## config.mk

```make
export PLATFORM = sky130hd
export DESIGN_NAME = contador_updown_param
export DESIGN_NICKNAME = d
export VERILOG_FILES = /design/src/rtl/contador_updown_param.sv
export SDC_FILE = /design/constraint.sdc
export NUM_CORES = 1
export LEC_CHECK = 0
export ABC_AREA = 1
export BUFFER_PORTS_ARGS = -buffer_cell sky130_fd_sc_hd__buf_2
export CAP_MARGIN = 0
export CORE_UTILIZATION = 32
export DETAILED_ROUTE_END_ITERATION = 6
export PLACE_DENSITY_LB_ADDON = 0.05
export SLEW_MARGIN = 20
export SYNTH_ARGS = -nofsm -noshare
export SYNTH_HDL_FRONTEND = slang
export SYNTH_SLANG_ARGS = --single-unit
```

## constraint.sdc

```tcl
create_clock -name clk -period 3.8 [get_ports clk]
set_clock_uncertainty 0.15 [all_clocks]
set_input_delay 0 -clock clk [delete_from_list [all_inputs] [get_ports clk]]
set_output_delay 0 -clock clk [all_outputs]
set_load 0.02 [all_outputs]
```

## src/rtl/contador_updown_param.sv

```systemverilog
// Parametrised up/down counter with wrap/saturate, optional edge detection on up/down,
// synchronous load and registered carry/borrow pulses for cascading.
module contador_updown_param #(
    parameter int WIDTH     = 4,
    parameter int MAX       = 15,
    parameter int SATURATE  = 0,
    parameter int EDGE_MODE = 1
) (
    input  logic             clk,
    input  logic             rst,
    input  logic             enable,
    input  logic             up,
    input  logic             down,
    input  logic             load,
    input  logic [WIDTH-1:0] load_value,
    output logic [WIDTH-1:0] numero,
    output logic             carry,
    output logic             borrow,
    output logic             at_max,
    output logic             at_min
);

    generate
        if (MAX <= 0 || (WIDTH < 31 && MAX > (2 ** WIDTH) - 1)) begin : g_bad_max
            $error("contador_updown_param: MAX must be in 1..2**WIDTH-1");
        end
    endgenerate

    localparam logic [WIDTH-1:0] MAX_V = WIDTH'(MAX);

    logic [WIDTH-1:0] numero_q, numero_d;
    logic             carry_q, carry_d;
    logic             borrow_q, borrow_d;
    logic             up_q, down_q;
    logic             up_ev, dn_ev;

    // Edge history is tracked every cycle, independent of enable/load, so an
    // edge arriving while disabled is consumed rather than deferred.
    assign up_ev = (EDGE_MODE != 0) ? (up & ~up_q)     : up;
    assign dn_ev = (EDGE_MODE != 0) ? (down & ~down_q) : down;

    always_comb begin
        numero_d = numero_q;
        carry_d  = 1'b0;
        borrow_d = 1'b0;
        if (load) begin
            numero_d = (load_value > MAX_V) ? MAX_V : load_value;
        end else if (enable && (up_ev != dn_ev)) begin
            if (up_ev) begin
                if (numero_q != MAX_V) begin
                    numero_d = numero_q + 1'b1;
                end else if (SATURATE == 0) begin
                    numero_d = '0;
                    carry_d  = 1'b1;
                end
            end else begin
                if (numero_q != '0) begin
                    numero_d = numero_q - 1'b1;
                end else if (SATURATE == 0) begin
                    numero_d = MAX_V;
                    borrow_d = 1'b1;
                end
            end
        end
    end

    always_ff @(posedge clk or posedge rst) begin
        if (rst) begin
            numero_q <= '0;
            carry_q  <= 1'b0;
            borrow_q <= 1'b0;
            up_q     <= 1'b0;
            down_q   <= 1'b0;
        end else begin
            numero_q <= numero_d;
            carry_q  <= carry_d;
            borrow_q <= borrow_d;
            up_q     <= up;
            down_q   <= down;
        end
    end

    assign numero = numero_q;
    assign carry  = carry_q;
    assign borrow = borrow_q;
    assign at_max = (numero_q == MAX_V);
    assign at_min = (numero_q == '0);

endmodule
```

# Word level (Yosys, flattened, before mapping)
# Cells that the tools add are included.
[word_totals]
regBits = 8
in_bits = 10
output_inout_bits = 8
[op_classes]
order_cmp = 1
reduce_logical = 4
mux = 14
bitwise_logic = 4
n_addsub = 2
n_eq_ne = 3
[ops]
columns = ["operator", "n"]
rows = [
  ["$mux W4", 6],
  ["$mux W1", 8],
  ["$add A4 B1 Y4 const B", 1],
  ["$eq A4 B4 Y1 const B", 1],
  ["$gt A4 B4 Y1 const B", 1],
  ["$logic_not A4 Y1", 1],
  ["$ne A4 B4 Y1 const B", 1],
  ["$reduce_bool A4 Y1", 1],
  ["$sub A4 B1 Y4 const B", 1],
  ["$and A1 B1 Y1", 2],
  ["$not A1 Y1", 2],
  ["$reduce_bool A2 Y1", 1],
  ["$logic_and A1 B1 Y1", 1],
  ["$ne A1 B1 Y1", 1],
]

# Depth between registers and ports, before layout
# Gate-level depths: netlist of the first run.
[logic_depth]
depth_word = 6
ltp_mapped = 8
mapped_depth_nobuf = 8

# Worst setup path after synthesis of the first run
# OpenSTA, ideal clock, no wires.
[synth_timing]
kind = "register -> register"
startpoint = "reg numero_q[1] (netlist: numero[1])"
endpoint = "reg numero_q[0] (netlist: numero[0])"
t_arrival_ps = 1246
path_stages_with_launch = 9
path_buffers = 0
setup_slack_ps = 2286
period_less_slack_ps = 1514
path_cell_list = "dfrtp_1 -> ha_1 -> nand3_1 -> inv_2 -> nand2_1 -> nand2_1 -> nand2_1 -> nand3_1 -> nand2_1"
[synth_between]
elab_chain_len = 5
elab_cells_between_ends = 7
classes_between = "eq/ne (1); mux (5); reduce/logical (1)"
[synth_rtl]
columns = ["item", "line_no", "rtl"]
rows = [
  ["from (decl)", "31", "logic [WIDTH-1:0] numero_q, numero_d;"],
  ["from (signal assigned)", "75", "numero_q <= numero_d;"],
  ["$ne A4 B4 Y1 or $reduce_bool A4 Y1 (tied branches)", "50, 57", ""],
  ["$mux W4 (on tied branches)", "50, 57", ""],
  ["$mux W4 *", "49", "if (up_ev) begin"],
  ["$mux W4 *", "48", "end else if (enable && (up_ev != dn_ev)) begin"],
  ["$mux W4 *", "46", "if (load) begin"],
]
# Every way passes the cells marked *; elsewhere a longest branch is shown, timed or not. The select of a mux whose other input is x is not followed.
# A chain may end at the register's enable or synchronous reset.

# Worst setup path in the final report of the first run
[layout_timing]
startpoint = "reg numero_q[0] (netlist: numero[0])"
endpoint = "reg numero_q[1] (netlist: numero[1])"
[layout_between]
elab_chain_len = 5
elab_cells_between_ends = 9
classes_between = "add/sub (2); eq/ne (1); mux (5); reduce/logical (1)"
[layout_rtl]
columns = ["item", "line_no", "rtl"]
rows = [
  ["$sub A4 B1 Y4, or another cell as far along", "58", "numero_d = numero_q - 1'b1;"],
  ["$mux W4 (on tied branches)", "57, 50", ""],
  ["$mux W4 *", "49", ""],
  ["$mux W4 *", "48", ""],
  ["$mux W4 *", "46", ""],
]
# Marked as above.

==> results.py, run 1 <==
metrics = {
    "synthesis": {
        "synth_area_sq_um": 569,
        "synth_seq_cells": 8,
        "synth_largest_area_cell": "dfrtp_1",
        "synth_cells": 78,
        "syn_nets": 90,
        "avgSynthCellArea_sq_um": 7.30,
        "ys_warn_count": 0,
        "synth.area.top_cells": "dfrtp_1, nand2_1, nand3_1",
        "yosysMostFrequentCell": "nand2_1",
        "synth_top_area_share_pct": 35.2,
        "async_flop_share_pct": 100,
        "synth_edf_count": 0,
        "ys.flop_type": "dfrtp_1",
        "synth.distinct_cells": 21,
        "synthTopCellsByCount": "nand2_1, inv_1, nand3_1, dfrtp_1, nor2_1",
        "yosysSeqAreaShare_pct": 35.2,
    },
    "sta": {
        "hold_slack_ns": 0.0269,
        "rsz0062_at_grt": "false",
        "post-route-worst-setup-slack_ns": 1.82,
        "finalHoldViolCount": 0,
        "slew_viol_final": 0,
        "finalSetupTns_ns": 0,
        "worstMarginPinSlew_ns": 0.354,
        "max_freq_ghz": 0.505,
        "setup_violations": 0,
        "fin_crit_sh_pct": 52.1,
        "post-route-min-period_ns": 1.98,
        "relSlewSlack_pct": 76.4,
    },
    "placed_design": {
        "place_congestion": 0.756,
        "numPortBuffers": 17,
        "dp_hpwl_um": 961,
        "dp_cells": 110,
        "placedInstanceArea_sq_um": 663,
        "dp_slack_ns": 2.36,
    },
    "floorplan": {
        "start_util_pct": 36.1,
        "ios": 18,
        "rows": 14,
        "fp.dieH_um": 44.2,
        "fp.dieW_um": 44.2,
        "core-area_sq_um": 1580,
        "dieArea_sq_um": 1950,
    },
    "final_layout": {
        "final_util_pct": 51.7,
        "fin_area_sq_um": 816,
        "layout-drive-gt1-share_pct": 29.1,
        "syn2layout_area_growth_pct": 43.3,
        "layout.nets": 124,
        "fin_cells": 126,
        "nFillCells": 165,
        "diodes": 0,
    },
    "cts": {
        "ctsRootBufferMaster": "clkbuf_4",
        "clock_path_buffers": 2,
        "cts_tree": "yes",
        "h-tree-depth": 1,
        "cts.hold.buffers_added": 13,
        "cts_resized": 0,
        "clock_latency_ns": 0.26,
        "cts_setup_buffers": 0,
        "clkTransAtPathRegs_ns": 0.05,
        "cts_sinks": 8,
        "cts_buffers": 3,
    },
    "grt": {
        "use_met1_pct": 17.3,
        "antenna_found_initial": 0,
        "grt_pass1_vias": 522,
        "grt_start_max_net_pins": 11,
        "gr-usage-met3_pct": 6.12,
        "use_met2_pct": 24.7,
        "grt_usage_pct": 15.2,
        "grt_pass1_wl_um": 2130,
        "grt.busiest_layer": "met2",
        "gr-total-overflow": 0,
    },
    "power": {
        "p_sw_share_pct": 35.5,
        "leakage_nw": 0.454,
        "irDropWorstVdd_mv": 0.162,
        "p_seq_share_pct": 40.1,
        "clock_power_share_pct": 24.7,
        "p_switching_mw": 0.0944,
        "p_per_area_nw_per_um2": 326,
        "p_int_mw": 0.171,
        "pwr-share-comb_pct": 35.3,
        "report.power.total_mw": 0.266,
    },
    "critical_path": {
        "critPathArrivalTime_ns": 1.97,
        "r2r_start": "numero[0]",
        "critPathKind": "reg2reg",
        "endpoint_kind": "register",
        "crit_path_max_fanout": 6,
        "worstPathRequired_ns": 3.79,
        "slowest_stage": "dlygate4sd3_1",
        "reg2reg_to": "numero[1]",
        "rr_worst_depth": 6,
        "critical_path.max_stage_delay_ns": 0.56,
        "regToRegSetupSlack_ns": 1.82,
        "cp_cell_sequence": "inv_1, ha_1, xor2_1, nand2_1, nand3_2, dlygate4sd3_1",
        "start_kind": "register",
        "path_buf_inv": 2,
        "critPathTopFamily": "buffers and inverters",
    },
    "route": {
        "drtPass1Iterations": 6,
        "drt_iter0_markers": 8,
        "via_per_inst": 4.59,
        "routedWlPerCell_um": 9.99,
        "wl_um": 1260,
        "drc": 0,
        "ant_nets": 0,
        "via_count": 578,
    },
    "hold_path": {
        "hold_start": "enable",
        "holdCritPathClass": "in2reg",
        "min_to": "numero[3]",
        "min_path_cells": 5,
    },
    "flow_run": {
        "cap_violations": 0,
    },
    "status": {
        "status": "finished, final reports clean",
    },
}
tightest hold or removal path: cells and delay by family:
kind,cells,cell delay [ns]
AOI/OAI and AO/OA,1,0.07
and+or+nand+nor,3,0.21
buffers and inverters,1,0.12
state kept, by name, indices dropped and copies added, names as in the netlist:
name    count
down_q      1
borrow      1
numero      4
carry       1
up_q        1
cell families (layout without fill, tap and decap cells):
| kind of cell | after synthesis | after routing | synth area share [%] |
|---|---|---|---|
| flops | 8 | 8 | 35.2 |
| xor+xnor | 3 | 3 | 4.62 |
| fa+ha+maj | 2 | 2 | 4.39 |
| compound gates | 2 | 2 | 1.76 |
| buf+inv | 15 | 47 | 11.4 |
| simple gates | 48 | 48 | 42.6 |
cell usage in the layout, fill, tap and decap left out:
cell           synthesis  layout
nand2_1               21      21
buf_2                  0      17
dlygate4sd3_1          0      13
inv_1                 10      10
nand3_1               10      10
dfrtp_1                8       8
nor2_1                 7       7
nand2_2                3       3
inv_2                  3       3
clkbuf_4               0       3
xor2_1                 2       2
ha_1                   2       2
nor2_2                 1       1
nand3_4                1       1
nand2_4                1       1
clkinv_2               1       1
nor2_4                 1       1
nand3_2                1       1
xnor2_1                1       1
o21ai_0                1       1
a21oi_1                1       1
nand4_1                1       1
or2_1                  1       1
power by group through the flow:
stage	clock (mW)	sequential, mW	combinational [mW]
after global placement	0	0.108	0.0829
after CTS	0.0680	0.106	0.0952
after global routing	0.0735	0.108	0.105
after floorplan	0	0.111	0.0564
final	0.0656	0.107	0.0938
after detailed placement	0	0.108	0.0826
cell type report:
| cell class | instances | area, sq um | area share (%) |
|---|---|---|---|
| Tap cell | 16 | 20.0 | 2.45 |
| Clock buffer | 3 | 22.5 | 2.76 |
| Timing Repair Buffer | 30 | 215 | 26.4 |
| Multi-Input combinational cell | 55 | 304 | 37.3 |
| Inverter | 14 | 53.8 | 6.60 |
| Sequential cell | 8 | 200 | 24.5 |
routing by layer:
metal  up-vias  part of all wire (%)
met2        16                    48
met4         0                   1.2
met3         2                   5.5
met5         -                     0
met1       256                    46
li1        304                     -
worst max-delay path by stage:
stage               cells after the start  slack (ns)      start   endpoint
finish                                  6        1.82  numero[0]  numero[1]
global route                            8        1.70  numero[0]  numero[2]
CTS                                     8        1.81  numero[0]  numero[2]
detailed placement                      8        2.36  numero[1]  numero[0]
global placement                        8        2.35  numero[1]  numero[0]
floorplan                               8        2.29  numero[1]  numero[0]
Power figures use the tool's default switching activity.
==> run 2: changes to the inputs <==
==> constraint.sdc (replaced) <==
create_clock -name clk -period 2.05 [get_ports clk]
set_clock_uncertainty 0.15 [all_clocks]
set_input_delay 0 -clock clk [delete_from_list [all_inputs] [get_ports clk]]
set_output_delay 0 -clock clk [all_outputs]
set_load 0.02 [all_outputs]
==> results.py, run 2 (synthesis gave the netlist of run 1 again) <==
metrics = {
    "cts": {
        "clock_latency_ns": 0.26,
        "clkTransAtPathRegs_ns": 0.05,
        "cts_setup_buffers": 0,
        "clock_path_buffers": 2,
        "cts_buffers": 3,
        "h-tree-depth": 1,
        "cts_tree": "yes",
        "cts_sinks": 8,
        "ctsRootBufferMaster": "clkbuf_4",
    },
    "flow_run": {
        "cap_violations": 0,
    },
    "critical_path": {
        "critPathArrivalTime_ns": 1.93,
        "crit_path_frequent_cell": "dlygate4sd3_1",
        "endpoint_kind": "register",
        "worstPathRequired_ns": 2.04,
        "cp_cell_sequence": "dlygate4sd3_1, buf_2, nand2_1, dlygate4sd3_1, nand3_2, dlygate4sd3_1",
        "critPathKind": "in2reg",
        "slowest_stage": "dlygate4sd3_1",
        "crit_path_max_fanout": 4,
        "start_kind": "input pin",
        "critical_path.max_stage_delay_ns": 0.56,
    },
    "power": {
        "p_int_mw": 0.319,
        "leakage_nw": 0.453,
        "p_per_area_nw_per_um2": 604,
        "clock_power_share_pct": 24.6,
        "p_seq_share_pct": 40.1,
        "p_switching_mw": 0.175,
        "irDropWorstVdd_mv": 0.300,
        "p_sw_share_pct": 35.5,
        "report.power.total_mw": 0.494,
        "pwr-share-comb_pct": 35.2,
    },
    "floorplan": {
        "ios": 18,
        "start_util_pct": 36.1,
        "core-area_sq_um": 1580,
        "dieArea_sq_um": 1950,
        "fp.dieH_um": 44.2,
        "rows": 14,
        "fp.dieW_um": 44.2,
    },
    "sta": {
        "slew_viol_final": 0,
        "rsz0062_at_grt": "false",
        "finalHoldViolCount": 0,
        "finalSetupTns_ns": 0,
        "worstMarginPinSlew_ns": 0.354,
        "max_freq_ghz": 0.515,
        "setup_violations": 0,
        "fin_crit_sh_pct": 94.7,
        "post-route-min-period_ns": 1.94,
        "relSlewSlack_pct": 76.4,
    },
    "final_layout": {
        "final_common_cell": "nand2_1",
        "layout-drive-gt1-share_pct": 30.0,
        "nFillCells": 164,
        "syn2layout_area_growth_pct": 43.5,
        "diodes": 0,
        "fin_cells": 126,
        "layout.nets": 124,
        "largest_reg_flops": 4,
        "layout_common_cells": "nand2_1, buf_2, dlygate4sd3_1",
    },
    "grt": {
        "gr-total-overflow": 0,
        "grt_start_max_net_pins": 11,
        "grt_pass1_wl_um": 2130,
        "grt_pass1_vias": 522,
        "antenna_found_initial": 0,
        "grt_usage_pct": 15.2,
    },
    "route": {
        "via_per_inst": 4.59,
        "wl_um": 1260,
        "ant_nets": 0,
        "via_count": 578,
        "routedWlPerCell_um": 9.99,
        "drc": 0,
        "drt_iter0_markers": 8,
        "drtPass1Iterations": 6,
    },
    "placed_design": {
        "place_congestion": 0.756,
        "numPortBuffers": 17,
        "dp_hpwl_um": 961,
        "dp_cells": 110,
    },
    "status": {
        "status": "finished, final reports clean",
    },
    "hold_path": {
        "holdCritPathClass": "in2reg",
    },
}
==> run 2: cell counts in the layout (fill, tap and decap cells not counted) <==
No cell type changed its count.
==> run 2: stage by stage <==
stage	area (sq um)	setup WS (ns)	hold slack (ns)	util (%)
5_1_grt	817	0.00668	0.0440	51.8
4_1_cts	816	0.0568	0.0153	51.7
6_report	817	0.109	0.0269	51.8
3_3_place_gp	663	0.600	-0.183	42.1
3_5_place_dp	663	0.605	-0.181	42.1
2_1_floorplan	569	0.536	-0.334	-
==> run 2: final timing paths <==
| path | end | slack (ns) | cells after the start | startpoint |
|---|---|---|---|---|
| setup / recovery | numero[1] | 0.11 | 6 | load |
| hold / removal | numero[3] | 0.03 | 5 | enable |
| setup reg to reg | numero[2] | 0.11 | 8 | numero[1] |
| hold reg to reg | numero[0] | 0.39 | 2 | numero[0] |
| max in group asynchronous | numero[0] | 1.40 | 3 | rst |
| min in group asynchronous | down_q | 0.09 | 3 | rst |
==> run 2: worst max-delay path: cells and delay by family <==
| family | cells | cell delay [ns] |
|---|---|---|
| buffers and inverters | 4 | 1.80 |
| AND/OR/NAND/NOR | 2 | 0.13 |
==> run 2: final cells by class <==
cell class / count / area, sq um / share of cell area [%]
multi-input combinational: 55 / 304 / 37.2
timing repair buffer: 30 / 215 / 26.3
sequential: 8 / 201 / 24.7
inverter: 14 / 53.8 / 6.58
clock buffer: 3 / 22.5 / 2.76
tap: 16 / 20.0 / 2.45
==> run 2: power by group through the flow <==
stage | clock (mW) | sequential [mW] | combinational, mW
floorplan | 0 | 0.206 | 0.105
global placement | 0 | 0.200 | 0.154
detailed placement | 0 | 0.200 | 0.153
CTS | 0.126 | 0.197 | 0.176
global route | 0.136 | 0.202 | 0.195
finish | 0.122 | 0.198 | 0.174
==> run 2: repair_timing <==
item | in CTS | in global routing
hold buffers | 13 | 0
resized for setup | 0 | 1
setup endpoints to repair | 0 | 2
endpoints found under the hold margin | 16 | 0
==> run 2: routing by layer <==
metal / track usage, % / routed length, um / vias to the layer above
li1: - / - / 304
met1: 17.3 / 573 / 256
met2: 24.7 / 600 / 16
met3: 6.12 / 69 / 2
met4: 7.27 / 15 / 0
met5: 0 / 0 / -
